[config.mk]
export PLATFORM = sky130hd
export DESIGN_NAME = write_flush_ctrl_flat
export DESIGN_NICKNAME = d
export VERILOG_FILES = /design/src/rtl/write_flush_ctrl_pkg.sv /design/src/rtl/write_flush_ctrl_if.sv /design/src/rtl/write_flush_ctrl_down_counter.sv /design/src/rtl/write_flush_ctrl.sv /design/src/flat_wrapper.sv
export SDC_FILE = /design/constraint.sdc
export NUM_CORES = 1
export LEC_CHECK = 0
export CAP_MARGIN = 30
export CORE_ASPECT_RATIO = 2
export CORE_MARGIN = 1
export CORE_UTILIZATION = 38
export CTS_CLUSTER_DIAMETER = 80
export DETAILED_ROUTE_END_ITERATION = 10
export PLACE_DENSITY = 0.74
export SLEW_MARGIN = 20
export SYNTH_ARGS = -nofsm -noshare
export SYNTH_HDL_FRONTEND = slang
export SYNTH_SLANG_ARGS = --single-unit
[constraint.sdc]
create_clock -name clk -period 1.3 [get_ports clk]
set_clock_uncertainty 0.1 [all_clocks]
set_input_delay 0.195 -clock clk [delete_from_list [all_inputs] [get_ports clk]]
set_output_delay 0.195 -clock clk [all_outputs]
set_load 0.05 [all_outputs]
[src/rtl/write_flush_ctrl_pkg.sv]
// Shared types for the Write-stage flush/redirect sequencer: FSM state
// encoding, default exception vector, and the Moore output bundle with the
// helper that decodes it from the current state.
package write_flush_ctrl_pkg;

    typedef enum logic [2:0] {
        IDLE  = 3'd0,
        WAIT  = 3'd1,
        FLUSH = 3'd2,
        REDIR = 3'd3,
        HAZ   = 3'd4
    } flush_state_e;

    localparam logic [31:0] EXC_VECTOR_DEFAULT = 32'hBFC0_0380;

    // flush is a single "kill every lane" flag; the top widens it to STAGES bits.
    typedef struct packed {
        logic        flush;
        logic        fetch_stall;
        logic        redirect_valid;
        logic [31:0] redirect_pc;
    } flush_ctrl_t;

    // Outputs depend only on the state (and the target latched on entry), so
    // they are glitch-free registered decodes rather than input-driven paths.
    function automatic flush_ctrl_t decode_ctrl(input flush_state_e st,
                                                input logic [31:0]  target);
        flush_ctrl_t c;
        c = '0;
        case (st)
            WAIT, FLUSH: begin
                c.flush       = 1'b1;
                c.fetch_stall = 1'b1;
            end
            REDIR: begin
                c.redirect_valid = 1'b1;
                c.redirect_pc    = target;
            end
            HAZ: begin
                c.fetch_stall = 1'b1;
            end
            default: begin
            end
        endcase
        return c;
    endfunction

endpackage

[src/rtl/write_flush_ctrl_if.sv]
// Write-stage to flush-sequencer bundle. master = the side that produces the
// Write-stage flags and consumes flush/redirect; slave = the sequencer.
interface write_flush_ctrl_if #(
    parameter int STAGES = 5
);
    logic              exception_valid;
    logic              eret_exist;
    logic              mtc0_exist;
    logic              jmp_valid;
    logic [31:0]       jmp_pc;
    logic              mem_busy;
    logic [STAGES-1:0] flush;
    logic              fetch_stall;
    logic              redirect_valid;
    logic [31:0]       redirect_pc;
    logic              ctrl_busy;

    modport master (
        output exception_valid, eret_exist, mtc0_exist, jmp_valid, jmp_pc, mem_busy,
        input  flush, fetch_stall, redirect_valid, redirect_pc, ctrl_busy
    );

    modport slave (
        input  exception_valid, eret_exist, mtc0_exist, jmp_valid, jmp_pc, mem_busy,
        output flush, fetch_stall, redirect_valid, redirect_pc, ctrl_busy
    );
endinterface

[src/rtl/write_flush_ctrl_down_counter.sv]
// Small load/decrement counter shared by the FLUSH and MTC0-hazard phases.
// Load wins over decrement; decrement saturates at zero so it never wraps.
module flush_down_counter #(
    parameter int CNT_W = 2
) (
    input  logic             clk,
    input  logic             resetn,
    input  logic             load_i,
    input  logic [CNT_W-1:0] load_val_i,
    input  logic             dec_i,
    output logic             zero_o
);

    logic [CNT_W-1:0] cnt_q;
    logic [CNT_W-1:0] cnt_d;

    // Next count: reload, count down toward zero, or hold.
    always_comb begin
        cnt_d = cnt_q;
        if (load_i) begin
            cnt_d = load_val_i;
        end else if (dec_i && (cnt_q != '0)) begin
            cnt_d = cnt_q - CNT_W'(1);
        end
    end

    // Count register, cleared by the async reset.
    always_ff @(posedge clk or negedge resetn) begin
        if (!resetn) begin
            cnt_q <= '0;
        end else begin
            cnt_q <= cnt_d;
        end
    end

    assign zero_o = (cnt_q == '0);

endmodule

[src/rtl/write_flush_ctrl.sv]
// Flush/redirect sequencer driven by the Write stage. On an exception, ERET or
// forwarded jump it waits for the in-flight bus request to drain, flushes all
// lanes for FLUSH_CYCLES, then pulses a one-cycle PC redirect. An MTC0 commit
// alone only stalls Fetch for MTC0_HAZ cycles.
// Optional build macro: WRITE_FLUSH_PERF_EN adds perf_redir_cnt/perf_stall_cnt.
module write_flush_ctrl
    import write_flush_ctrl_pkg::*;
#(
    parameter int          STAGES       = 5,
    parameter int          FLUSH_CYCLES = 2,
    parameter int          MTC0_HAZ     = 3,
    parameter logic [31:0] EXC_VECTOR   = EXC_VECTOR_DEFAULT
) (
    input  logic                clk,
    input  logic                resetn,
    write_flush_ctrl_if.slave   bus
`ifdef WRITE_FLUSH_PERF_EN
    ,
    output logic [31:0]         perf_redir_cnt,
    output logic [31:0]         perf_stall_cnt
`endif
);

    localparam int CNT_MAX = (FLUSH_CYCLES > MTC0_HAZ) ? FLUSH_CYCLES : MTC0_HAZ;
    localparam int CNT_W   = $clog2(CNT_MAX + 1);
    localparam logic [CNT_W-1:0] FLUSH_LOAD = CNT_W'(FLUSH_CYCLES - 1);
    localparam logic [CNT_W-1:0] HAZ_LOAD   = CNT_W'(MTC0_HAZ - 1);

    flush_state_e     state_q;
    flush_state_e     state_d;
    logic [31:0]      target_q;
    logic [31:0]      target_d;
    logic             redir_evt;
    logic             cnt_load;
    logic [CNT_W-1:0] cnt_load_val;
    logic             cnt_dec;
    logic             cnt_zero;
    flush_ctrl_t      ctrl;

    assign redir_evt = bus.exception_valid | bus.eret_exist | bus.jmp_valid;

    flush_down_counter #(
        .CNT_W (CNT_W)
    ) u_cnt (
        .clk        (clk),
        .resetn     (resetn),
        .load_i     (cnt_load),
        .load_val_i (cnt_load_val),
        .dec_i      (cnt_dec),
        .zero_o     (cnt_zero)
    );

    // Next-state, target capture and counter control. Events are only
    // honoured in IDLE and HAZ; a redirect event always beats MTC0.
    always_comb begin
        state_d      = state_q;
        target_d     = target_q;
        cnt_load     = 1'b0;
        cnt_load_val = FLUSH_LOAD;
        cnt_dec      = 1'b0;
        case (state_q)
            IDLE, HAZ: begin
                if (redir_evt) begin
                    target_d = bus.jmp_valid ? bus.jmp_pc : EXC_VECTOR;
                    if (bus.mem_busy) begin
                        state_d = WAIT;
                    end else begin
                        state_d  = FLUSH;
                        cnt_load = 1'b1;
                    end
                end else if (state_q == IDLE) begin
                    if (bus.mtc0_exist) begin
                        state_d      = HAZ;
                        cnt_load     = 1'b1;
                        cnt_load_val = HAZ_LOAD;
                    end
                end else if (cnt_zero) begin
                    state_d = IDLE;
                end else begin
                    cnt_dec = 1'b1;
                end
            end
            WAIT: begin
                // The outstanding bus request cannot be cancelled; hold here.
                if (!bus.mem_busy) begin
                    state_d  = FLUSH;
                    cnt_load = 1'b1;
                end
            end
            FLUSH: begin
                if (cnt_zero) begin
                    state_d = REDIR;
                end else begin
                    cnt_dec = 1'b1;
                end
            end
            REDIR: begin
                // Always leave after one cycle so redirect_valid never repeats.
                state_d = IDLE;
            end
            default: begin
                state_d = IDLE;
            end
        endcase
    end

    // State and latched redirect target; reset aborts any sequence at once.
    always_ff @(posedge clk or negedge resetn) begin
        if (!resetn) begin
            state_q  <= IDLE;
            target_q <= '0;
        end else begin
            state_q  <= state_d;
            target_q <= target_d;
        end
    end

    // Moore output decode from the registered state.
    always_comb begin
        ctrl = decode_ctrl(state_q, target_q);
    end

    assign bus.flush          = {STAGES{ctrl.flush}};
    assign bus.fetch_stall    = ctrl.fetch_stall;
    assign bus.redirect_valid = ctrl.redirect_valid;
    assign bus.redirect_pc    = ctrl.redirect_pc;
    assign bus.ctrl_busy      = (state_q != IDLE);

`ifdef WRITE_FLUSH_PERF_EN
    logic [31:0] perf_redir_q;
    logic [31:0] perf_stall_q;

    // Free-running event counters; wrap naturally at 2^32.
    always_ff @(posedge clk or negedge resetn) begin
        if (!resetn) begin
            perf_redir_q <= '0;
            perf_stall_q <= '0;
        end else begin
            if (state_q == REDIR) begin
                perf_redir_q <= perf_redir_q + 32'd1;
            end
            if (ctrl.fetch_stall) begin
                perf_stall_q <= perf_stall_q + 32'd1;
            end
        end
    end

    assign perf_redir_cnt = perf_redir_q;
    assign perf_stall_cnt = perf_stall_q;
`endif

endmodule

[src/flat_wrapper.sv]
// flat-port wrapper written by rule: the top's interface ports become plain ports
module write_flush_ctrl_flat import write_flush_ctrl_pkg::*;
#(
    parameter int          STAGES       = 5,
    parameter int          FLUSH_CYCLES = 2,
    parameter int          MTC0_HAZ     = 3,
    parameter logic [31:0] EXC_VECTOR   = EXC_VECTOR_DEFAULT
)
  (clk, resetn, bus_exception_valid, bus_eret_exist, bus_mtc0_exist, bus_jmp_valid, bus_jmp_pc, bus_mem_busy, bus_flush, bus_fetch_stall, bus_redirect_valid, bus_redirect_pc, bus_ctrl_busy);
  write_flush_ctrl_if #(.STAGES(STAGES)) bus_i ();
  input  logic clk;
  input  logic resetn;
  input wire logic [$bits(bus_i.exception_valid)-1:0] bus_exception_valid;
  input wire logic [$bits(bus_i.eret_exist)-1:0] bus_eret_exist;
  input wire logic [$bits(bus_i.mtc0_exist)-1:0] bus_mtc0_exist;
  input wire logic [$bits(bus_i.jmp_valid)-1:0] bus_jmp_valid;
  input wire logic [$bits(bus_i.jmp_pc)-1:0] bus_jmp_pc;
  input wire logic [$bits(bus_i.mem_busy)-1:0] bus_mem_busy;
  output wire logic [$bits(bus_i.flush)-1:0] bus_flush;
  output wire logic [$bits(bus_i.fetch_stall)-1:0] bus_fetch_stall;
  output wire logic [$bits(bus_i.redirect_valid)-1:0] bus_redirect_valid;
  output wire logic [$bits(bus_i.redirect_pc)-1:0] bus_redirect_pc;
  output wire logic [$bits(bus_i.ctrl_busy)-1:0] bus_ctrl_busy;
  assign bus_i.exception_valid = bus_exception_valid;
  assign bus_i.eret_exist = bus_eret_exist;
  assign bus_i.mtc0_exist = bus_mtc0_exist;
  assign bus_i.jmp_valid = bus_jmp_valid;
  assign bus_i.jmp_pc = bus_jmp_pc;
  assign bus_i.mem_busy = bus_mem_busy;
  assign bus_flush = bus_i.flush;
  assign bus_fetch_stall = bus_i.fetch_stall;
  assign bus_redirect_valid = bus_i.redirect_valid;
  assign bus_redirect_pc = bus_i.redirect_pc;
  assign bus_ctrl_busy = bus_i.ctrl_busy;
  write_flush_ctrl #(.STAGES(STAGES), .FLUSH_CYCLES(FLUSH_CYCLES), .MTC0_HAZ(MTC0_HAZ), .EXC_VECTOR(EXC_VECTOR)) u_core (.clk(clk), .resetn(resetn), .bus(bus_i));
endmodule
==> metrics.md, run 1 <==
| Metric | Value |
|---|---|
| Outcome | `finished, violations left` |
| Violated checks | `setup timing` |
| Mapped Area | `1800 um2` |
| Total wire length | `5700 um` |
| Fin worst setup slack | `-0.461 ns` |
| DR iter-0 viols | `19` |
| Crit path time final | `1.76 ns` |
| P_leak | `1.58 nW` |
| TritonCTS buffer count | `5` |
| Worst Path Arrival | `1.47 ns` |
| Post-Syn Nets | `202` |
| Synthesis Warnings | `0` |
| Crit-path max FO | `24` |
| H-tree depth | `2` |
| Worst slew pin tran | `0.263 ns` |
| Pwr Density | `2600 nW/um2` |
| Post-Syn Area per Cell | `11.1 um2` |
| Synth cell types | `35` |
| Unrepaired setup endpoints after global routing | `true` |
| Nets | `306` |
| # IOs | `79` |
| CP Capture Type | `output port` |
| Setup Crit Path Kind | `reg -> out` |
| IO Port Bufs | `78` |
| Worst Hold Endpoint | `u_core.state_q[2]` |
| CTS max path bufs | `2` |
| Final weighted congestion in routability-driven placement | `0.765` |
| VDD IR max | `3.57 mV` |
| Max-slew violations | `0` |
| Setup WS pre-CTS | `-0.542 ns` |
| Total GRT Usage | `0.240` |
| Critical R2R Launch | `u_core.state_q[1]` |
| Slew margin rel. | `0.824` |
| Sequential area share after synthesis | `0.514` |
| Worst Hold Class | `in -> reg` |
| Critical Path Start Type | `register` |
| Count of final hold-check violations | `0` |
| ANT nets after route | `0` |
| FF-to-FF path depth | `5` |
| Initial antenna violation count | `0` |
| Synth Register Bits | `37` |
| Clk sinks | `37` |
| Via density | `5.25` |
| Post-DP Area | `3330 um2` |
| Clock-pin slew on the worst setup and hold paths | `0.07 ns` |
| Hold Startpoint | `bus_jmp_valid` |
| CTS Root Cell | `clkbuf_8` |
| Gr ovfl total | `0` |
| Final instance area | `3570 um2` |
| Most common cell after layout, fill and taps aside | `buf_12` |
| Final HPWL from detailed placement | `4020 um` |
| Commonest non-fill, non-tap cells in the layout | `buf_12 (47), clkdlybuf4s50_1 (36), dfrtp_1 (35)` |
| Clk_lat worst skew | `0.28 ns` |
| Synthesized netlist cell count | `162` |
| Drt pass-1 iters | `4` |
| Layout area overhead | `98.4%` |
| Num rows | `35` |
| Vias in the first global route | `1813` |
| R2R setup slack | `-0.28 ns` |
| Die area | `5030 um2` |
| Pin count of the biggest net entering global routing | `38` |
| Max Fclk | `568 MHz` |
| Count of final setup violators | `75` |
| Core Region | `4550 um2` |
| Via count | `1692` |
| TNS Setup | `-24.89 ns` |
| Layout cells sized above 1 | `0.506` |
| TritonCTS clock tree | `done` |
| N_diodes | `0` |
| Fill count | `263` |
| Die Y | `99.3 um` |
| Hold Path Cell Cnt | `3` |
| Reg-to-Reg End | `u_core.u_cnt.cnt_q[0]` |
| Worst Path Required | `1.00 ns` |
| Die width | `50.7 um` |
| Wire per inst | `17.7 um` |
| Starting Density | `0.395` |
| Number of max-cap violations | `0` |
| DR DRC count | `0` |
| First-pass GRT wire length | `8770 um` |
| Crit share post-route | `1.35` |
[synth_stat cells]
cell type	count	area share
nand2_1	13	0.027
inv_1	2	0.0042
nor2_4	1	0.0063
nor2b_1	1	0.0035
mux2i_1	1	0.0056
nor2_1	4	0.0083
o211a_1	1	0.0056
nand2_2	1	0.0035
buf_2	4	0.011
a21o_1	1	0.0042
clkbuf_2	3	0.0083
nor3_2	1	0.0056
o2111a_1	1	0.0063
xnor2_1	1	0.0049
o22ai_1	1	0.0035
nor3_1	1	0.0028
a2bb2oi_1	1	0.0049
a21oi_1	1	0.0028
nand3_1	4	0.011
o41ai_4	1	0.015
and2_1	33	0.11
a22o_1	17	0.083
or3_4	1	0.0063
o21ai_0	1	0.0028
or3_1	1	0.0035
dfrtp_1	37	0.51
clkbuf_1	1	0.0021
o211ai_2	1	0.0069
o211ai_1	1	0.0042
o21ai_1	3	0.0083
ha_1	1	0.0069
o22a_1	12	0.058
buf_4	5	0.021
and3b_1	1	0.0049
buf_6	3	0.019
[layout make-up]
class / count / area [um2] / share of cell area
repair buffers: 113 / 1550 / 0.435
multi-input cells: 107 / 931 / 0.261
flip-flops and latches: 37 / 928 / 0.260
clock buffers: 6 / 72.6 / 0.0203
well taps: 55 / 68.8 / 0.0193
clock inverters: 2 / 10.0 / 0.00280
inverters: 2 / 7.51 / 0.00210
[what timing repair did]
item / CTS / global route
pin swaps: 7 / 6
hold buffers: 1 / 0
cloned: 0 / 0
hold endpoints to repair: 37 / 0
gates resized for setup: 9 / 13
endpoints found under the setup margin: 77 / 76
buffers inserted: 5 / 3
[power by group]
| group | total (mW) | internal (mW) | switching (mW) |
|---|---|---|---|
| combinational | 6.64 | 3.44 | 3.20 |
| sequential | 1.89 | 1.60 | 0.293 |
| clock | 0.767 | 0.371 | 0.396 |
| total | 9.30 | 5.41 | 3.89 |
[stage by stage]
step	total power, mW	hold WS (ns)	utilization	std cells
final	9.30	0.261	0.784	322
after global routing	9.68	0.288	0.784	322
after CTS	9.05	0.305	0.765	319
after detailed placement	8.06	0.0728	0.730	305
after global placement	7.92	0.0701	0.730	305
after floorplan	5.52	-0.201	-	162
[worst max path at each step]
stage / slack, ns / cells past startpoint / to / from
after global placement: -0.49 / 4 / u_core.target_q[23] / bus_jmp_valid
after CTS: -0.46 / 4 / bus_redirect_pc[11] / u_core.state_q[1]
after detailed placement: -0.54 / 4 / u_core.target_q[9] / bus_jmp_valid
final: -0.46 / 4 / bus_redirect_pc[3] / u_core.state_q[1]
after global routing: -0.50 / 4 / bus_redirect_pc[3] / u_core.state_q[1]
after floorplan: -0.31 / 4 / bus_fetch_stall / u_core.state_q[0]
[sequential cells by signal (all words and copies together) (netlist names)]
| register | flops |
|---|---|
| u_core.target_q | 32 |
| u_core.state_q | 3 |
| u_core.u_cnt.cnt_q | 2 |
[metal layers]
metal / vias up / global-route usage / routed length [um]
li1: 777 / - / -
met1: 841 / 0.222 / 1820
met2: 60 / 0.487 / 3520
met3: 14 / 0.0321 / 203
met4: 0 / 0.103 / 155
met5: - / 0 / 0
[worst max-delay path: stages (launching register included)]
cell	delay [ns]
dfrtp_2	0.46
and3b_2	0.24
buf_12	0.16
and2_4	0.17
buf_12	0.14
[kinds of logic (layout without fill, tap and decap cells)]
| group | after synthesis | after routing | share of synthesized area |
|---|---|---|---|
| flip-flops | 37 | 37 | 0.514 |
| AND/OR/NAND/NOR | 62 | 62 | 0.197 |
| AO/OA/AOI/OAI | 42 | 42 | 0.206 |
| adder cells (fa/ha/maj) | 1 | 1 | 0.00695 |
| buffers and inverters | 18 | 123 | 0.0653 |
| XOR/XNOR | 1 | 1 | 0.00487 |
| multiplexers | 1 | 1 | 0.00556 |
No activity file was read; power rests on OpenSTA's default activity.
==> run 2, diff against run 1 <==
--- a/config.mk
+++ b/config.mk
@@ -11,3 +11,3 @@
 export CORE_UTILIZATION = 38
-export CTS_CLUSTER_DIAMETER = 80
+export CTS_CLUSTER_DIAMETER = 150
 export DETAILED_ROUTE_END_ITERATION = 10
==> constraint.sdc (replaced) <==
create_clock -name clk -period 1.3 [get_ports clk]
set_clock_uncertainty 0.1 [all_clocks]
set_input_delay 0.26 -clock clk [delete_from_list [all_inputs] [get_ports clk]]
set_output_delay 0.26 -clock clk [all_outputs]
set_load 0.05 [all_outputs]
==> run 2 against run 1 <==
  * The flow still finishes with violations (setup timing)
  * Highest routed layer unchanged
  * Global-route usage grew 2.0 points
  * Critical path type unchanged
  * Flip-flop and latch count unchanged
  * Wire length is 18% higher
==> metrics.md, run 2 (synthesis gave the netlist of run 1 again) <==
| Metric | Value |
|---|---|
| Drt pass-1 iters | `4 (unchanged)` |
| Crit path time final | `1.88 ns (+0.123 ns)` |
| TritonCTS buffer count | `5 (unchanged)` |
| Clk_lat worst skew | `0.29 ns (about the same)` |
| Crit-path max FO | `24 (unchanged)` |
| Core Region | `4550 um2 (unchanged)` |
| First-pass GRT wire length | `9500 um (+8.3%)` |
| Initial antenna violation count | `0 (unchanged)` |
| Largest registers | `u_core.target_q x32, u_core.state_q x3, u_core.u_cnt.cnt_q x2` |
| Outcome | `finished, violations left` |
| CTS max path bufs | `2 (unchanged)` |
| Worst Hold Class | `in -> async` |
| Total wire length | `6710 um (+18%)` |
| Final HPWL from detailed placement | `3820 um (-5.0%)` |
| N_diodes | `0 (unchanged)` |
| H-tree depth | `2 (unchanged)` |
| Crit share post-route | `1.45 (+0.0949)` |
| Tot Pwr | `10.2 mW (+9.3%)` |
| Count of final setup violators | `77 (+2.7%)` |
| Die Y | `99.3 um (unchanged)` |
| Slew margin rel. | `0.790 (-0.0337)` |
| # IOs | `79 (unchanged)` |
| Die width | `50.7 um (unchanged)` |
| P_leak | `1.69 nW (+7.0%)` |
| Pwr Density | `2670 nW/um2 (+2.4%)` |
| Nets | `317 (+3.6%)` |
| Starting Density | `0.395 (unchanged)` |
| ANT nets after route | `0 (unchanged)` |
| Gr ovfl total | `0 (unchanged)` |
| Die area | `5030 um2 (unchanged)` |
| Via count | `1776 (+5.0%)` |
| Setup Crit Path Kind | `reg -> out` |
| Clk sinks | `37 (unchanged)` |
| Final weighted congestion in routability-driven placement | `0.771 (+0.81%)` |
| Max reg flops | `32 (unchanged)` |
| Worst Path Arrival | `1.52 ns (+0.05 ns)` |
| DR iter-0 viols | `42 (+23)` |
| Most common cell after layout, fill and taps aside | `buf_12` |
| Commonest non-fill, non-tap cells in the layout | `buf_12 (48), clkdlybuf4s50_1 (37), dfrtp_1 (37)` |
| Count of final hold-check violations | `0 (unchanged)` |
| Wire per inst | `20.2 um (+14%)` |
| Via density | `5.33 (+1.5%)` |
| Layout cells sized above 1 | `0.522 (+0.0160)` |
| Total GRT Usage | `0.260 (+0.0196)` |
| Setup WS pre-CTS | `-0.635 ns (-0.0928 ns)` |
| Worst Path Required | `0.94 ns (-0.06 ns)` |
| VDD IR max | `3.39 mV (-5.1%)` |
| Number of max-cap violations | `0 (unchanged)` |
| R2R setup slack | `-0.55 ns (-0.27 ns)` |
| Vias in the first global route | `1934 (+6.7%)` |
| Critical Path Start Type | `register` |
| IO Port Bufs | `78 (unchanged)` |
| Max-slew violations | `0 (unchanged)` |
| Fin worst setup slack | `-0.584 ns (-0.123 ns)` |
| Num rows | `35 (unchanged)` |
| TritonCTS clock tree | `done` |
| Max Fclk | `531 MHz (-6.5%)` |
| CP Capture Type | `output port` |
| Violated checks | `setup timing` |
| Worst slew pin tran | `0.313 ns (+0.0498 ns)` |
| CTS Root Cell | `clkbuf_8` |
| Unrepaired setup endpoints after global routing | `true` |
| DR DRC count | `0 (unchanged)` |
| Layout area overhead | `112%` |
| Top reg by flops | `u_core.target_q` |
| Clock-pin slew on the worst setup and hold paths | `0.07 ns (about the same)` |
| Pin count of the biggest net entering global routing | `38 (unchanged)` |
[run 2: cell count changes in the layout (fill, tap and decap cells not counted), sizes merged]
cell,delta
buf,+8
clkbuf,+5
clkinv,-2
dlymetal6s2s,-1
clkdlybuf4s50,+1
[run 2: routing by layer]
| metal | share of wire | global-route usage | up-vias | wire [um] |
|---|---|---|---|---|
| met4 | 0.028 | 0.122 | 0 | 191 |
| met3 | 0.038 | 0.0428 | 15 | 253 |
| met5 | 0 | 0 | - | 0 |
| met1 | 0.34 | 0.270 | 892 | 2280 |
| li1 | - | - | 797 | - |
| met2 | 0.59 | 0.485 | 72 | 3990 |
[run 2: critical path, cell delays in order (launching register included)]
cell     delay (ns)
dfrtp_1        0.42
and3b_2        0.32
buf_12         0.18
and2_4         0.17
buf_12         0.13
[run 2: worst paths after layout]
| path | to | from | depth (start not counted) |
|---|---|---|---|
| max in group asynchronous | u_core.target_q[16] | resetn | 3 |
| setup reg to reg | u_core.target_q[4] | u_core.state_q[0] | 9 |
| min in group clk | u_core.target_q[27] | u_core.target_q[27] | 1 |
| hold / removal | u_core.state_q[0] | resetn | 3 |
| setup / recovery | bus_redirect_pc[11] | u_core.state_q[2] | 4 |
| hold reg to reg | u_core.target_q[27] | u_core.target_q[27] | 1 |
[run 2: through the flow]
step / utilization / setup TNS (ns) / cell area [um2] / cells / hold WS [ns]
floorplan: - / -10.94 / 1980 / 162 / -0.136
global placement: 0.726 / -23.39 / 3310 / 301 / 0.136
detailed placement: 0.726 / -25.57 / 3310 / 301 / 0.137
finish: 0.837 / -39.91 / 3810 / 333 / 0.366
CTS: 0.807 / -35.00 / 3670 / 329 / 0.374
global route: 0.837 / -42.70 / 3810 / 333 / 0.396
[run 2: cell type report]
type | instances | area (um2)
sequential | 37 | 926
clock buffer | 8 | 80.1
tap | 55 | 68.8
fill | 229 | 741
multi-input combinational | 107 | 961
inverter | 2 | 7.51
timing repair buffer | 124 | 1770
[run 2: what timing repair did]
action,CTS,global route
pin swaps,11,40
cloned,4,3
gates resized for setup,20,19
setup buffers,15,4
hold buffers,1,0
endpoints found under the setup margin,76,77
hold endpoints to repair,37,0
[run 2: where the power goes]
group	total (mW)	internal (mW)	switching, mW	leakage (nW)
sequential	1.90	1.60	0.304	0.443
clock	0.779	0.381	0.398	0.0395
combinational	7.49	3.97	3.52	1.20
==> run 3, diff against run 2 <==
Settings changed: ABC_AREA set to 1.
==> run 3 against run 2 <==
  * The flow still finishes with violations (setup timing)
  * Maximum frequency shrank 0.44%
  * Hold slack got worse by 0.0039 ns
  * Combinational power rose by 6.5%
  * Clock-buffer cell count decreased by 2
  * Critical path depth rose by 2
  * Via count is 13% higher
  * Synthesized cell count is 44% higher
  * Clock power grew 9.6%
  * Core utilization rose by 1.4 points
  * Power increased by 4.7%
  * Largest power group unchanged
==> metrics.md, run 3 <==
| Metric | Value |
|---|---|
| Largest registers | `u_core.target_q x32, u_core.state_q x3, u_core.u_cnt.cnt_q x2` |
| Sw power | `5.17 mW (+22%)` |
| H-tree depth | `2 (unchanged)` |
| GR Layer Usage met2 | `0.455 (-0.0297)` |
| Combinational share of power | `0.749 (+0.012)` |
| Synth Register Bits | `37 (unchanged)` |
| Crit path cell chain | `inv_2, nor3_4, inv_4, buf_16, nor2_4, buf_6` |
| CP Capture Type | `output port` |
| Violated checks | `setup timing` |
| CTS max path bufs | `2 (unchanged)` |
| Clk_lat worst skew | `0.28 ns (about the same)` |
| Commonest cells post-synth | `inv_1 (48), nor2_1 (47), dfrtp_1 (37), nand2_1 (29), o21ai_0 (23)` |
| Nets | `390 (+23%)` |
| Via count | `2004 (+13%)` |
| CP max stage cell | `dfrtp_1` |
| Final weighted congestion in routability-driven placement | `0.835 (+8.2%)` |
| Number of max-cap violations | `0 (unchanged)` |
| Pin count of the biggest net entering global routing | `38 (unchanged)` |
| Leading post-synthesis cells by cell area | `dfrtp_1 (51%), inv_1 (9.9%), nor2_1 (9.7%)` |
| Worst path bufs/invs | `4 (+2)` |
| Post-synth top area share | `0.508 (-0.00670)` |
| Grt met3 use | `0.0258 (-0.0171)` |
| Post-Syn Area per Cell | `7.80 um2 (-30%)` |
| Count of final setup violators | `77 (unchanged)` |
| Crit-path max FO | `9 (-63%)` |
| Max-slew violations | `0 (unchanged)` |
| Count of final hold-check violations | `0 (unchanged)` |
| Worst slew pin tran | `0.249 ns (-0.0637 ns)` |
| CTS Root Cell | `clkbuf_8` |
| Die Y | `100 um (+0.64%)` |
| Most common cell in the netlist | `inv_1` |
| Num rows | `35 (unchanged)` |
| Tot Pwr | `10.6 mW (+4.7%)` |
| # IOs | `79 (unchanged)` |
| Starting Density | `0.397 (+0.00141)` |
| Met1 GRT Util | `0.252 (-0.0178)` |
| Internal | `5.48 mW (-7.9%)` |
| Worst Hold Class | `in -> async` |
| Slew margin rel. | `0.833 (+0.0430)` |
| Drt pass-1 iters | `4 (unchanged)` |
| Via density | `4.94 (-7.5%)` |
| Most used routing layer | `met2` |
| Commonest non-fill, non-tap cells in the layout | `nor2_4 (46), inv_1 (43), clkdlybuf4s50_1 (37), dfrtp_1 (37), buf_6 (34)` |
| Layout area overhead | `115%` |
| Synthesis Warnings | `0 (unchanged)` |
| Multi-input logic area | `1150 um2 (+20%)` |
| Max reg flops | `32 (unchanged)` |
| Sequential area share after synthesis | `0.508 (-0.00670)` |
| N_diodes | `0 (unchanged)` |
| TritonCTS clock tree | `done` |
| Synthesized netlist cell count | `234 (+44%)` |
| Die width | `51.0 um (+0.64%)` |
| Max Fclk | `528 MHz (-0.44%)` |
| Clock-pin slew on the worst setup and hold paths | `0.08 ns (about the same)` |
| P_leak | `1.77 nW (+5.1%)` |
| Ys async rst share | `1.00 (unchanged)` |
| IO Port Bufs | `78 (unchanged)` |
| Most common cell after layout, fill and taps aside | `nor2_4` |
| Outcome | `finished, violations left` |
| Total GRT Usage | `0.240 (-0.0199)` |
| VDD IR max | `2.50 mV (-26%)` |
| Switching share of power | `0.486 (+0.0705)` |
| Setup Crit Path Kind | `reg -> out` |
| Clock power share | `0.080 (+0.003)` |
| Critical R2R Launch | `u_core.state_q[1]` |
| Fill count | `235 (+2.6%)` |
| Critical Path Start Type | `register` |
| Synth area leader | `dfrtp_1` |
| Pwr Density | `2720 nW/um2 (+1.9%)` |
| Crit path time final | `1.89 ns (+0.00827 ns)` |
| Post-Syn Nets | `274 (+36%)` |
| Gr ovfl total | `0 (unchanged)` |
| Synth cell types | `20 (-43%)` |
| TritonCTS buffer count | `5 (unchanged)` |
| Total wire length | `6910 um (+3.0%)` |
| DR iter-0 viols | `19 (-55%)` |
| Unrepaired setup endpoints after global routing | `true` |
| Worst setup path start | `u_core.state_q[0]` |
| Final std cells w/o fill | `406 (+22%)` |
| Final HPWL from detailed placement | `3470 um (-9.2%)` |
| Flop pwr share | `0.170 (-0.017)` |
| Number of flops mapped to enable cells by yosys | `0 (unchanged)` |
| CP max stage delay | `0.37 ns (-0.05 ns)` |
| FF/Latch Area | `926 um2 (unchanged)` |
| DR DRC count | `0 (unchanged)` |
| Mapped Area | `1820 um2 (+1.3%)` |
| Core Region | `4600 um2 (+0.96%)` |
| Worst Path Required | `0.94 ns (about the same)` |
| Placed cells | `373 (+24%)` |
| ANT nets after route | `0 (unchanged)` |
| Worst Path Arrival | `1.53 ns (about the same)` |
| Top reg by flops | `u_core.target_q` |
| Layout cells sized above 1 | `0.519 (-0.00306)` |
| Primary FF master, synth | `dfrtp_1` |
| Fin worst setup slack | `-0.593 ns (-0.00826 ns)` |
| Clk sinks | `37 (unchanged)` |
| Wire per inst | `17.0 um (-15%)` |
| Die area | `5100 um2 (+1.3%)` |
| Initial antenna violation count | `0 (unchanged)` |
| Crit share post-route | `1.46 (+0.00636)` |
| Worst path top cell family by delay | `buffers and inverters` |
| Vias in the first global route | `1981 (+2.4%)` |
| TNS Setup | `-34.68 ns (+5.23 ns)` |
| First-pass GRT wire length | `9110 um (-4.1%)` |
## run 3: changes by cell type in the layout (fill, tap and decap cells not counted), sizes merged, moves of 3 or more
cell    delta
inv       +47
nand2     +19
o22a      -12
clkbuf     -4
and2      -32
o21ai     +20
nor2      +46
buf        -3
nand3      +8
a22o      -17
a21oi     +11
## run 3: cells by family (layout without fill, tap and decap cells)
kind of cell,after synthesis,count (layout),share of synthesized area
and+or+nand+nor,98,98,0.233
buffers and inverters,61,178,0.150
DFF,37,37,0.508
AOI/OAI and AO/OA,37,37,0.103
adders and majority gates,1,1,0.00686
## run 3: routing by layer
metal	up-vias	routed length (um)
li1	937	-
met1	972	2310
met2	72	4100
met3	23	241
met4	0	257
met5	-	0
## run 3: area by class of cell
cell class                 instances  share of cell area
clock buffer                       6              0.0211
tap                               55              0.0176
timing repair inverter             2             0.00383
inverter                          49              0.0534
clock inverter                     2             0.00351
sequential                        37               0.236
timing repair buffer             119               0.370
multi-input combinational        136               0.294
## run 3: tightest hold or removal path, delay by kind of cell
family | cells | cell delay [ns]
buffers and inverters | 3 | 0.86
## run 3: stage by stage
step | utilization | setup WS (ns) | cell area, um2 | hold WS [ns]
global route | 0.852 | -0.663 | 3920 | 0.393
detailed placement | 0.656 | -0.365 | 3020 | 0.139
global placement | 0.656 | -0.309 | 3020 | 0.138
CTS | 0.783 | -0.541 | 3600 | 0.365
floorplan | - | -0.676 | 2130 | -0.136
finish | 0.852 | -0.593 | 3920 | 0.362
## run 3: power by group through the flow
stage	Combinational, mW	Clock, mW	Sequential, mW
2_1_floorplan	4.02	0	1.79
3_3_place_gp	5.66	0	1.78
3_5_place_dp	5.74	0	1.80
4_1_cts	7.05	0.853	1.78
5_1_grt	8.37	0.913	1.85
6_report	7.98	0.854	1.81
## run 3: final timing paths
kind | end | slack [ns] | cells after the start
min | u_core.target_q[12] | 0.36 | 3
max | bus_redirect_pc[8] | -0.59 | 6
min in group clk | u_core.target_q[14] | 0.41 | 3
max in group asynchronous | u_core.target_q[1] | 0.54 | 3
min reg2reg | u_core.target_q[0] | 0.46 | 2
max reg2reg | u_core.target_q[10] | -0.44 | 10
## run 3: timing repair
item / CTS / global route
endpoints found under the setup margin: 77 / 77
gates cloned: 6 / 1
hold buffers: 1 / 0
setup buffers: 10 / 10
gates resized for setup: 82 / 87
pin swaps: 5 / 17
endpoints found under the hold margin: 37 / 0
